## src/rtl/bluejay_line_packer_if.sv

```systemverilog
// ---------------------------------------------------------------------------
// bluejay_line_packer_if
// Bundles the host byte stream, the line FIFO write port and the display-side
// read/status signals of the Bluejay line packer.
//   byte_i / byte_valid_i / byte_ready_o : host byte handshake
//   fifo_full / fifo_wr_en / fifo_data_in : line FIFO write port
//   get_next_word                         : display stage read strobe
//   line_of_data_available, next_frame_rdy, lines_buffered, rd_err_o : status
// Modports: master = surrounding system (host, FIFO, display stage),
//           slave  = the packer itself.
// ---------------------------------------------------------------------------
interface bluejay_line_packer_if #(
  parameter int FIFO_LINES = 4
);
  localparam int LB_W = $clog2(FIFO_LINES + 1);

  logic [7:0]      byte_i;
  logic            byte_valid_i;
  logic            byte_ready_o;
  logic            fifo_full;
  logic            fifo_wr_en;
  logic [31:0]     fifo_data_in;
  logic            get_next_word;
  logic            line_of_data_available;
  logic            next_frame_rdy;
  logic [LB_W-1:0] lines_buffered;
  logic            rd_err_o;

  modport master (
    output byte_i, byte_valid_i, fifo_full, get_next_word,
    input  byte_ready_o, fifo_wr_en, fifo_data_in,
           line_of_data_available, next_frame_rdy, lines_buffered, rd_err_o
  );

  modport slave (
    input  byte_i, byte_valid_i, fifo_full, get_next_word,
    output byte_ready_o, fifo_wr_en, fifo_data_in,
           line_of_data_available, next_frame_rdy, lines_buffered, rd_err_o
  );
endinterface

```

## src/rtl/bluejay_line_packer.sv

```systemverilog
// ---------------------------------------------------------------------------
// bluejay_line_packer
// Packs the host byte stream (little-endian, four bytes per word) into 32-bit
// words for the display line FIFO, and tracks how many whole lines are
// buffered and where the display stage is reading within the frame.
// Ports:
//   fpga_clk  : single clock, rising edge
//   reset_all : asynchronous active-low reset
//   bus       : bluejay_line_packer_if.slave (byte handshake, FIFO write port,
//               display read strobe and status outputs)
// ---------------------------------------------------------------------------
module bluejay_line_packer #(
  parameter int WORDS_PER_LINE  = 320,
  parameter int LINES_PER_FRAME = 1280,
  parameter int FIFO_LINES      = 4
) (
  input  logic                  fpga_clk,
  input  logic                  reset_all,
  bluejay_line_packer_if.slave  bus
);

  localparam int LB_W = $clog2(FIFO_LINES + 1);
  localparam int WI_W = (WORDS_PER_LINE  > 1) ? $clog2(WORDS_PER_LINE)  : 1;
  localparam int LI_W = (LINES_PER_FRAME > 1) ? $clog2(LINES_PER_FRAME) : 1;

  localparam logic [WI_W-1:0] WORD_LAST = WI_W'(WORDS_PER_LINE - 1);
  localparam logic [LI_W-1:0] LINE_LAST = LI_W'(LINES_PER_FRAME - 1);
  localparam logic [WI_W-1:0] WORD_ZERO = {WI_W{1'b0}};
  localparam logic [LI_W-1:0] LINE_ZERO = {LI_W{1'b0}};
  localparam logic [LB_W-1:0] LB_MAX    = LB_W'(FIFO_LINES);
  localparam logic [LB_W-1:0] LB_ZERO   = {LB_W{1'b0}};
  localparam logic [LB_W-1:0] LB_ONE    = LB_W'(1);

  logic [1:0]      byte_cnt_r;
  logic [23:0]     byte_hold_r;      // bytes 0..2 of the word being assembled
  logic [31:0]     word_r;           // completed word presented to the FIFO
  logic            word_valid_r;
  logic [WI_W-1:0] wr_word_idx_r;
  logic [LI_W-1:0] wr_line_idx_r;
  logic [WI_W-1:0] rd_word_idx_r;
  logic [LI_W-1:0] rd_line_idx_r;
  logic [LB_W-1:0] lines_buffered_r;
  logic [LB_W-1:0] lines_buffered_nxt_s;
  logic            rd_err_r;

  logic byte_ready_s;
  logic fifo_wr_en_s;
  logic byte_accept_s;
  logic word_done_s;
  logic wr_line_done_s;
  logic rd_line_done_s;

  // Stall the host only while a finished word is stuck behind a full FIFO;
  // the word register can be refilled in the same cycle it is written out.
  assign byte_ready_s   = ~(word_valid_r & bus.fifo_full);
  assign fifo_wr_en_s   = word_valid_r & ~bus.fifo_full;
  assign byte_accept_s  = bus.byte_valid_i & byte_ready_s;
  assign word_done_s    = byte_accept_s & (byte_cnt_r == 2'd3);
  assign wr_line_done_s = fifo_wr_en_s & (wr_word_idx_r == WORD_LAST);
  assign rd_line_done_s = bus.get_next_word & (rd_word_idx_r == WORD_LAST);

  // Byte assembly and the word register / valid flag.
  always_ff @(posedge fpga_clk or negedge reset_all) begin
    if (!reset_all) begin
      byte_cnt_r   <= 2'd0;
      byte_hold_r  <= 24'd0;
      word_r       <= 32'd0;
      word_valid_r <= 1'b0;
    end else begin
      if (byte_accept_s) begin
        case (byte_cnt_r)
          2'd0:    byte_hold_r[7:0]   <= bus.byte_i;
          2'd1:    byte_hold_r[15:8]  <= bus.byte_i;
          2'd2:    byte_hold_r[23:16] <= bus.byte_i;
          default: word_r             <= {bus.byte_i, byte_hold_r};
        endcase
        byte_cnt_r <= byte_cnt_r + 2'd1;  // 3 -> 0 wraps naturally
      end
      if (word_done_s) begin
        word_valid_r <= 1'b1;
      end else if (fifo_wr_en_s) begin
        word_valid_r <= 1'b0;
      end
    end
  end

  // Write-side word/line position within the frame.
  always_ff @(posedge fpga_clk or negedge reset_all) begin
    if (!reset_all) begin
      wr_word_idx_r <= WORD_ZERO;
      wr_line_idx_r <= LINE_ZERO;
    end else if (fifo_wr_en_s) begin
      if (wr_line_done_s) begin
        wr_word_idx_r <= WORD_ZERO;
        wr_line_idx_r <= (wr_line_idx_r == LINE_LAST) ? LINE_ZERO : wr_line_idx_r + LI_W'(1);
      end else begin
        wr_word_idx_r <= wr_word_idx_r + WI_W'(1);
      end
    end
  end

  // Read-side word/line position; advances even when nothing is buffered.
  always_ff @(posedge fpga_clk or negedge reset_all) begin
    if (!reset_all) begin
      rd_word_idx_r <= WORD_ZERO;
      rd_line_idx_r <= LINE_ZERO;
    end else if (bus.get_next_word) begin
      if (rd_line_done_s) begin
        rd_word_idx_r <= WORD_ZERO;
        rd_line_idx_r <= (rd_line_idx_r == LINE_LAST) ? LINE_ZERO : rd_line_idx_r + LI_W'(1);
      end else begin
        rd_word_idx_r <= rd_word_idx_r + WI_W'(1);
      end
    end
  end

  // Saturating line count: a simultaneous write and read completion cancel.
  always_comb begin
    lines_buffered_nxt_s = lines_buffered_r;
    case ({wr_line_done_s, rd_line_done_s})
      2'b10: begin
        if (lines_buffered_r != LB_MAX) begin
          lines_buffered_nxt_s = lines_buffered_r + LB_ONE;
        end else begin
          lines_buffered_nxt_s = lines_buffered_r;
        end
      end
      2'b01: begin
        if (lines_buffered_r != LB_ZERO) begin
          lines_buffered_nxt_s = lines_buffered_r - LB_ONE;
        end else begin
          lines_buffered_nxt_s = lines_buffered_r;
        end
      end
      default: lines_buffered_nxt_s = lines_buffered_r;
    endcase
  end

  // Line count register and sticky read-underflow flag.
  always_ff @(posedge fpga_clk or negedge reset_all) begin
    if (!reset_all) begin
      lines_buffered_r <= LB_ZERO;
      rd_err_r         <= 1'b0;
    end else begin
      lines_buffered_r <= lines_buffered_nxt_s;
      if (bus.get_next_word && (lines_buffered_r == LB_ZERO)) begin
        rd_err_r <= 1'b1;
      end
    end
  end

  assign bus.byte_ready_o           = byte_ready_s;
  assign bus.fifo_wr_en             = fifo_wr_en_s;
  assign bus.fifo_data_in           = word_r;
  assign bus.lines_buffered         = lines_buffered_r;
  assign bus.line_of_data_available = (lines_buffered_r != LB_ZERO);
  assign bus.next_frame_rdy         = (rd_line_idx_r == LINE_ZERO) &
                                      (rd_word_idx_r == WORD_ZERO) &
                                      (lines_buffered_r != LB_ZERO);
  assign bus.rd_err_o               = rd_err_r;

endmodule

```

## src/flat_wrapper.sv

```systemverilog
// flat-port wrapper written by rule: the top's interface ports become plain ports
module bluejay_line_packer_flat 
#(
  parameter int WORDS_PER_LINE  = 320,
  parameter int LINES_PER_FRAME = 1280,
  parameter int FIFO_LINES      = 4
)
  (fpga_clk, reset_all, bus_byte_i, bus_byte_valid_i, bus_fifo_full, bus_get_next_word, bus_byte_ready_o, bus_fifo_wr_en, bus_fifo_data_in, bus_line_of_data_available, bus_next_frame_rdy, bus_lines_buffered, bus_rd_err_o);
  bluejay_line_packer_if #(.FIFO_LINES(FIFO_LINES)) bus_i ();
  input  logic fpga_clk;
  input  logic reset_all;
  input wire logic [$bits(bus_i.byte_i)-1:0] bus_byte_i;
  input wire logic [$bits(bus_i.byte_valid_i)-1:0] bus_byte_valid_i;
  input wire logic [$bits(bus_i.fifo_full)-1:0] bus_fifo_full;
  input wire logic [$bits(bus_i.get_next_word)-1:0] bus_get_next_word;
  output wire logic [$bits(bus_i.byte_ready_o)-1:0] bus_byte_ready_o;
  output wire logic [$bits(bus_i.fifo_wr_en)-1:0] bus_fifo_wr_en;
  output wire logic [$bits(bus_i.fifo_data_in)-1:0] bus_fifo_data_in;
  output wire logic [$bits(bus_i.line_of_data_available)-1:0] bus_line_of_data_available;
  output wire logic [$bits(bus_i.next_frame_rdy)-1:0] bus_next_frame_rdy;
  output wire logic [$bits(bus_i.lines_buffered)-1:0] bus_lines_buffered;
  output wire logic [$bits(bus_i.rd_err_o)-1:0] bus_rd_err_o;
  assign bus_i.byte_i = bus_byte_i;
  assign bus_i.byte_valid_i = bus_byte_valid_i;
  assign bus_i.fifo_full = bus_fifo_full;
  assign bus_i.get_next_word = bus_get_next_word;
  assign bus_byte_ready_o = bus_i.byte_ready_o;
  assign bus_fifo_wr_en = bus_i.fifo_wr_en;
  assign bus_fifo_data_in = bus_i.fifo_data_in;
  assign bus_line_of_data_available = bus_i.line_of_data_available;
  assign bus_next_frame_rdy = bus_i.next_frame_rdy;
  assign bus_lines_buffered = bus_i.lines_buffered;
  assign bus_rd_err_o = bus_i.rd_err_o;
  bluejay_line_packer #(.WORDS_PER_LINE(WORDS_PER_LINE), .LINES_PER_FRAME(LINES_PER_FRAME), .FIFO_LINES(FIFO_LINES)) u_core (.fpga_clk(fpga_clk), .reset_all(reset_all), .bus(bus_i));
endmodule
```

## config.mk

```make
export PLATFORM = sky130hd
export DESIGN_NAME = bluejay_line_packer_flat
export DESIGN_NICKNAME = d
export VERILOG_FILES = /design/src/rtl/bluejay_line_packer_if.sv /design/src/rtl/bluejay_line_packer.sv /design/src/flat_wrapper.sv
export SDC_FILE = /design/constraint.sdc
export NUM_CORES = 1
export LEC_CHECK = 0
export CORE_MARGIN = 1.5
export CORE_UTILIZATION = 45
export DETAILED_ROUTE_END_ITERATION = 12
export PLACE_DENSITY = 0.67
export RECOVER_POWER = 100
export SYNTH_ARGS = -nofsm -noshare
export SYNTH_HDL_FRONTEND = slang
export SYNTH_SLANG_ARGS = --single-unit
```

## constraint.sdc

```tcl
create_clock -name fpga_clk -period 3.1 [get_ports fpga_clk]
set_input_delay 0.62 -clock fpga_clk [delete_from_list [all_inputs] [get_ports fpga_clk]]
set_output_delay 0.62 -clock fpga_clk [all_outputs]
set_load 0.01 [all_outputs]
```

---- Yosys cells after proc, flatten, opt, wreduce, memory -nomap -nowiden ----
Cells that the tools add are included.
word-level totals
  register bits after elaboration ......... 92
  latch bits .............................. 0
  bits in writable memories ............... 0
  bits in read-only memories .............. 0
  input bits .............................. 13
  word-level logic and storage cells ...... 62
  memories kept ........................... 0
operators by class
  add/subtract/negate cells ............... 6
  multiply operators ...................... 0
  divide/modulo/power cells ............... 0
  magnitude comparators ................... 0
  equality and inequality tests ........... 11
  shift-type cells ........................ 0
  multiplexer cells ....................... 8
  bitwise logic cells ..................... 11
  reductions and logical operators ........ 15
operator list
  kind                                                                    number
  9-bit by 1-bit adder with 9-bit output (second input constant)          2
  9-bit equality test (second input constant)                             2
  9-bit 2-to-1 mux                                                        2
  11-bit by 1-bit adder with 11-bit output (second input constant)        1
  11-bit equality test (second input constant)                            1
  11-bit zero test                                                        1
  11-bit 2-to-1 mux                                                       1
  2-bit AND reduction                                                     5
  9-bit zero test                                                         1
  1-bit AND                                                               8
  2-bit equality test (second input constant)                             3
  3-bit 2-to-1 mux                                                        2
  3-bit one-hot mux with 2 select lines                                   1
  2-bit by 1-bit equality test with 1-bit output (second input constant)  2
  2-bit nonzero test                                                      2
  3-bit by 1-bit adder with 3-bit output (second input constant)          1
  3-bit zero test                                                         1
  3-bit != test (second input constant)                                   1
  1-bit NOT                                                               3
  3-bit AND reduction                                                     1
  3-bit nonzero test                                                      1
  3-bit OR reduction                                                      1
  3-bit by 1-bit subtractor with 3-bit output (second input constant)     1
  2-bit by 1-bit adder with 2-bit output (second input constant)          1
  other kinds (5)                                                         6

---- Depth between registers and ports, before layout ----
Gate-level depths: netlist of the first run.
  word-level depth ........................ 6
  depth in mapped cells ................... 10
  depth with buffers taken out ............ 9

---- Worst setup path after synthesis of the first run ----
Ideal clock, no wire load.
  kind .................................... input-to-reg
  start point ............................. input bus_get_next_word
  end point ............................... register u_core.lines_buffered_r[2], in the netlist u_core.bus.lines_buffered[2]
  library setup time ...................... 0.132 ns
  arrival ................................. 2.540 ns
  required time ........................... 2.968 ns
  slack ................................... 0.428 ns
  stages .................................. 10
  path through ............................ buf_2 > nand4_1 > nor4b_4 > buf_2 > o21ai_0 > fa_1 > inv_1 > o211ai_1 > mux2i_1 > a221oi_1
between the ends
  longest elaborated chain between the ends .. 4
ends and longest elaborated chain
  item                                                                                   RTL line                    text
  from (decl)                                                                            flat_wrapper.sv:15          input wire logic [$bits(bus_i.get_next_word)-1:0] bus_get_next_word;
  1-bit AND (*)                                                                          bluejay_line_packer.sv:60   assign rd_line_done_s = bus.get_next_word & (rd_word_idx_r == WORD_LAST);
  2-bit equality test or 2-bit by 1-bit equality test with 1-bit output (tied branches)  bluejay_line_packer.sv:120  case ({wr_line_done_s, rd_line_done_s})
  2-bit by 1-bit != test with 1-bit output (no source line) (tied with other cells)      n/a
  3-bit AND reduction (no source line)                                                   n/a
  to (signal assigned)                                                                   bluejay_line_packer.sv:145  lines_buffered_r <= lines_buffered_nxt_s;
  to (decl)                                                                              bluejay_line_packer.sv:42   logic [LB_W-1:0] lines_buffered_r;
Every way passes the cells marked *; elsewhere a longest branch is shown, timed or not.
A chain may end at the register's enable or synchronous reset.

---- Worst setup path after layout of the first run ----
  start point ............................. input bus_fifo_full
  end point ............................... output bus_fifo_wr_en
between the ends
  longest elaborated chain between the ends .. 2
ends and longest elaborated chain
  item         RTL line                   text
  from (decl)  flat_wrapper.sv:14         input wire logic [$bits(bus_i.fifo_full)-1:0] bus_fifo_full;
  1-bit NOT    bluejay_line_packer.sv:56  assign fifo_wr_en_s = word_valid_r & ~bus.fifo_full;
  1-bit AND    bluejay_line_packer.sv:56
  to (decl)    flat_wrapper.sv:17         output wire logic [$bits(bus_i.fifo_wr_en)-1:0] bus_fifo_wr_en;
No other way between the ends.

==> results.tsv, run 1 <==
metric	value	unit
status	completed	
synthTopCellsByArea	dfrtp_1 (58%), mux2_2 (16%), ha_1 (2.8%), xnor2_1 (2.6%), nand2_1 (2.1%)	
synthFlopType	dfrtp_1	
crit_arrival	2.30	ns
period_share	94.1	%
path_class	input pin to output pin	
ys_types	44	
nNetsFinal	396	
netlist.area_leader.share	57.5	%
intPower	0.00294	W
fin_util	56.2	%
tightest_slew	1.29	ns
antenna_found_initial	0	
required	2.48	ns
critPathCaptureType	output pin	
grt_pass1_vias	2675	
drt-initial-drc-count	83	
firstDrtPassIters	4	
p_comb_share	29.9	%
ys_ff_latch	92	
htreeDepth	3	
cts_sinks	92	
port_buffers	52	
fill_cells	754	
seqPwrFrac	46.3	%
ios	53	
post_cts_resized	0	
drc	0	
dr_total_vias	2580	
yosysSeqAreaShare	57.5	%
maxSlewHeadroom	14.3	%
leakagePower	2.19	nW
p_clk_share	23.8	%
via_per_inst	5.32	
core	8680	um^2
die_h	97.3	um
num_rows	34	
yosys_warnings	0	
root_buffer	clkbuf_8	
powerDensity	840	nW/um^2
wl	7.37	mm
clk_path_buf_depth	2	
r2r_slack	0.57	ns
numCtsBuffers	9	
yosysMostFrequentCell	dfrtp_1	
grt_max_degree	53	
clk_pin_slew	0.09	ns
hp-class	flop to flop	
ir_worst_vdd	0.000563	V
setup_viol	0	
netSwitchingFraction	28.3	%
synth_edf_count	0	
die_x	97.3	um
grt_usage	16.6	%
synth_top_cell_by_area	dfrtp_1	
async_reset_ff_share	100	%
rsz0062_at_grt	no	
final.setup.tns	0	ns
switching_power	0.00116	W
synthesis.instances	311	
routedWlPerCell	15.2	um
syn_area	4000	um^2
fin_hold_ws	0.486	ns
grt_pass1_wl	12.6	mm
cts_setup_buffers	0	
ant_nets	0	
syn-num-nets	334	
cap_violations	0	
tritoncts	built	
start_kind	input pin	
drive_above_1_share	22.0	%
max_freq	343	MHz
insertion_delay	0.35	ns
yosys-top-cells-count	dfrtp_1 (92), mux2_2 (56), nand2_1 (22), o21ai_0 (14)	
start_util	46.1	%
hold_viol_final	0	
min_period	2.92	ns
worst_clock_skew	0.00868	ns
post-dp-hpwl	4.97	mm
die_area	9470	um^2
place.gp.congestion	0.776	
post_synth.cell_area_avg	12.9	um^2
final_max_slew_viol_count	0	
grt-ovfl-total	0	
diodes	0	
postCtsHoldBufs	0	
crit_fanout	6	
syn2layout_area_growth	21.9	%
## cell families (layout without fill, tap and decap cells)
group | after synthesis | in the layout | synth area share (%)
muxes | 58 | 58 | 16.3
and+or+nand+nor | 84 | 84 | 12.2
buffers and inverters | 19 | 85 | 1.94
DFF | 92 | 92 | 57.5
xor gates and xnor gates | 17 | 17 | 3.91
adders and majority gates | 10 | 10 | 3.31
AOI/OAI and AO/OA | 31 | 31 | 4.88
## through the flow
step                      cells  cell area, um^2  power (W)  worst slack (ns)
final                       485             4880    0.00410             0.184
after global routing        485             4880    0.00436            0.0340
after CTS                   485             4940    0.00427             0.184
after detailed placement    470             4690    0.00328             0.259
after global placement      470             4690    0.00324             0.356
after floorplan             311             4000    0.00262             0.428
## registers in the layout, summed over array words and instances, names as in the netlist
| name | count |
|---|---|
| u_core.word_valid_r | 1 |
| u_core.bus.rd_err_o | 1 |
| u_core.wr_word_idx_r | 9 |
| u_core.bus.lines_buffered | 3 |
| u_core.byte_hold_r | 24 |
| u_core.byte_cnt_r | 2 |
| u_core.rd_word_idx_r | 9 |
| u_core.bus.fifo_data_in | 32 |
| u_core.rd_line_idx_r | 11 |
## critical path, stage by stage
cell and delay [ns]:
dlygate4sd3_1 0.54, nand2b_1 0.12, clkbuf_1 0.26, inv_1 0.13, dlygate4sd3_1 0.62
## path summary, 6_finish.rpt
path | start | end | depth (start not counted)
max | bus_fifo_full | bus_fifo_wr_en | 5
min | u_core.bus.rd_err_o | u_core.bus.rd_err_o | 1
max reg2reg | u_core.rd_word_idx_r[2] | u_core.rd_line_idx_r[10] | 5
min reg2reg | u_core.bus.rd_err_o | u_core.bus.rd_err_o | 1
max in group asynchronous | reset_all | u_core.byte_hold_r[20] | 2
min in group asynchronous | reset_all | u_core.rd_word_idx_r[7] | 1
## layout make-up
type | count | area, um^2 | share of cell area [%]
well taps | 108 | 135 | 2.77
inverters | 12 | 45.0 | 0.924
clock inverters | 5 | 108 | 2.21
clock buffers | 10 | 138 | 2.82
repair buffers | 58 | 544 | 11.2
multi-input cells | 200 | 1610 | 32.9
flip-flops and latches | 92 | 2300 | 47.2
## power by group through the flow
stage / Sequential (W) / Combinational [W] / Clock [W]
floorplan: 0.00198 / 0.000642 / 0
global placement: 0.00192 / 0.00132 / 0
detailed placement: 0.00194 / 0.00135 / 0
CTS: 0.00192 / 0.00135 / 0.00100
global route: 0.00196 / 0.00135 / 0.00105
finish: 0.00190 / 0.00123 / 0.000975
## placed cells by master (no fill, tap or decap), types with 2 or more instances in the layout
cell / instances
nand2b_1: 2
xor2_1: 5
nand3_1: 7
nand3b_1: 4
clkbuf_2: 3
o22ai_1: 2
or2_2: 2
inv_1: 12
o211ai_1: 2
and3_1: 2
a21o_1: 5
dlygate4sd3_1: 41
nand4_1: 9
nor4_1: 3
or3_1: 2
clkbuf_1: 3
xnor2_1: 12
nor3_1: 8
nor4b_1: 2
clkdlybuf4s50_1: 10
mux2i_1: 2
clkbuf_8: 10
nor2b_1: 3
bufinv_16: 3
ha_1: 9
mux2_2: 56
inv_6: 2
o21ai_0: 15
nor3b_1: 4
nand2_1: 22
dfrtp_1: 92
nor2_1: 8
## routing by layer
| layer | global-route usage, % | part of all wire [%] | vias up |
|---|---|---|---|
| met5 | 0 | 0 | - |
| met3 | 5.97 | 6.1 | 11 |
| met4 | 6.59 | 1.7 | 0 |
| met1 | 21.2 | 46 | 1293 |
| met2 | 26.0 | 46 | 47 |
| li1 | - | - | 1229 |
Note: power is estimated with default switching activity, not from simulation.
==> inputs of run 2 (changes only) <==
--- a/config.mk
+++ b/config.mk
@@ -9,7 +9,7 @@
 export CORE_UTILIZATION = 45
 export DETAILED_ROUTE_END_ITERATION = 12
 export PLACE_DENSITY = 0.67
-export RECOVER_POWER = 100
+export RECOVER_POWER = 25
 export SYNTH_ARGS = -nofsm -noshare
 export SYNTH_HDL_FRONTEND = slang
 export SYNTH_SLANG_ARGS = --single-unit
==> run 2 against run 1 <==
Effect of this change:
- clock power about the same
- sequential share of layout area down 0.47 points
- total power up 2.7%
- largest power group unchanged
- flip-flop and latch count unchanged
- worst hold slack better by 0.0054 ns
==> results.tsv, run 2 (same netlist as run 1, synthesis figures left out) <==
metric	value	unit	change
period_share	90.9	%	-3.2 points
core	8680	um^2	unchanged
fin_util	56.8	%	+0.56 points
grt_max_degree	53		unchanged
grt_usage	16.6	%	unchanged
wl	7.37	mm	about the same
die_h	97.3	um	unchanged
start_util	46.1	%	unchanged
p_clk_share	23.2	%	-0.6 points
cts_sinks	92		unchanged
worst-path-buf-inv	2		-2
firstDrtPassIters	4		unchanged
cts_setup_buffers	0		unchanged
routedWlPerCell	15.2	um	about the same
largest_reg_flops	32		unchanged
antenna_found_initial	0		unchanged
dr_total_vias	2573		-0.27%
drt-initial-drc-count	91		+9.6%
p_comb_share	31.4	%	+1.5 points
crit_arrival	2.20	ns	-0.10 ns
worst_clock_skew	0.00841	ns	-0.000266 ns
layout_common_cells	dfrtp_1 (92), mux2_2 (56), clkdlybuf4s50_1 (51), nand2_1 (22), o21ai_0 (14)		
grt-ovfl-total	0		unchanged
status	completed		
max_freq	355	MHz	+3.5%
syn2layout_area_growth	23.1	%	
fill_cells	742		-1.6%
setup_slack	0.283	ns	+0.0986 ns
hold_viol_final	0		unchanged
ios	53		unchanged
rsz0062_at_grt	no		
setup_viol	0		unchanged
slowest_delay	0.57	ns	-0.05 ns
die_x	97.3	um	unchanged
final_max_slew_viol_count	0		unchanged
final.setup.tns	0	ns	unchanged
die_area	9470	um^2	unchanged
root_buffer	clkbuf_8		
place.gp.congestion	0.776		unchanged
drive_above_1_share	23.3	%	+1.3 points
r2r_slack	0.79	ns	+0.22 ns
via_per_inst	5.31		-0.27%
numCtsBuffers	9		unchanged
diodes	0		unchanged
cap_violations	0		unchanged
post-place-ws	0.259	ns	unchanged
ant_nets	0		unchanged
cpLargestDelayFamily	buffers and inverters		
switching_power	0.00118	W	+1.6%
nNetsFinal	396		unchanged
grt_pass1_vias	2675		unchanged
tightest_slew	1.28	ns	-0.00573 ns
post-dp-hpwl	4.97	mm	unchanged
critPathCaptureType	output pin		
start_kind	flop		
tritoncts	built		
clk_path_buf_depth	2		unchanged
hp-class	flop to flop		
crit_path_top_delay_cell	clkdlybuf4s50_1		
num_rows	34		unchanged
path_class	flop to output pin		
final_common_cell	dfrtp_1		
maxSlewHeadroom	14.7	%	+0.38 points
insertion_delay	0.36	ns	about the same
grt_pass1_wl	12.6	mm	unchanged
worstPathCellList	inv_1, ha_1, nor4b_1, nand4_1, nor4_2, clkdlybuf4s50_1		
leakagePower	2.19	nW	about the same
port_buffers	52		unchanged
ir_worst_vdd	0.000586	V	+4.1%
intPower	0.00304	W	+3.2%
min_period	2.82	ns	-0.0986 ns
required	2.48	ns	about the same
fin_hold_ws	0.491	ns	+0.00543 ns
powerDensity	855	nW/um^2	+1.7%
seqPwrFrac	45.4	%	-0.9 points
drc	0		unchanged
crit_fanout	3		-3
htreeDepth	3		unchanged
netSwitchingFraction	27.9	%	-0.31 points
clk_pin_slew	0.09	ns	about the same
## run 2: changes by cell type in the layout (fill, tap and decap cells not counted), sizes merged
cell           before  now
dlygate4sd3        41    0
clkdlybuf4s50      10   51
clkbuf             16   12
buf                 1    5
## run 2: area by class of cell
type	count	area, um^2	share of cell area [%]
clock buffers	10	138	2.79
clock inverters	5	108	2.18
inverters	12	45.0	0.914
multi-input cells	200	1630	33.0
flip-flops and latches	92	2300	46.7
well taps	108	135	2.74
repair buffers	58	571	11.6
## run 2: power by group through the flow
stage               sequential, W  combinational (W)  clock, W
finish                    0.00191            0.00132  0.000977
global route              0.00197            0.00145   0.00105
CTS                       0.00192            0.00135   0.00100
detailed placement        0.00194            0.00135         0
global placement          0.00192            0.00132         0
floorplan                 0.00198           0.000642         0
## run 2: worst register-to-register path: cells and delay by family, from the launching register on
family / cells / cell delay [ns]
AO/OA/AOI/OAI: 3 / 0.70
adder cells (fa/ha/maj): 2 / 0.45
buffers and inverters: 1 / 0.06
flip-flops: 1 / 0.40
AND/OR/NAND/NOR: 3 / 0.62
## run 2: stage by stage
stage	cell area (um^2)	power, W	cells
floorplan	4000	0.00262	311
global placement	4690	0.00324	470
detailed placement	4690	0.00328	470
CTS	4940	0.00427	485
global route	4930	0.00447	485
finish	4930	0.00421	485
## run 2: metal layers
metal | vias up | share of wire [%] | track usage, %
li1 | 1223 | - | -
met1 | 1286 | 46 | 21.2
met2 | 51 | 46 | 26.0
met3 | 13 | 6.3 | 5.97
met4 | 0 | 1.9 | 6.59
met5 | - | 0 | 0
## run 2: worst paths after layout
check	startpoint	to	cells after the start
worst min-delay path	u_core.bus.rd_err_o	u_core.bus.rd_err_o	1
worst min register to register	u_core.bus.rd_err_o	u_core.bus.rd_err_o	1
min in group asynchronous	reset_all	u_core.rd_word_idx_r[8]	1
worst max-delay path	u_core.rd_line_idx_r[0]	bus_next_frame_rdy	6
max in group asynchronous	reset_all	u_core.byte_hold_r[20]	2
worst max register to register	u_core.wr_word_idx_r[0]	u_core.bus.lines_buffered[2]	9
## run 2: repair_timing
action | 4_1_cts | 5_1_grt
gates resized for setup | 0 | 1
hold endpoints to repair | 0 | 0
endpoints found under the setup margin | 0 | 1
hold buffers | 0 | 0
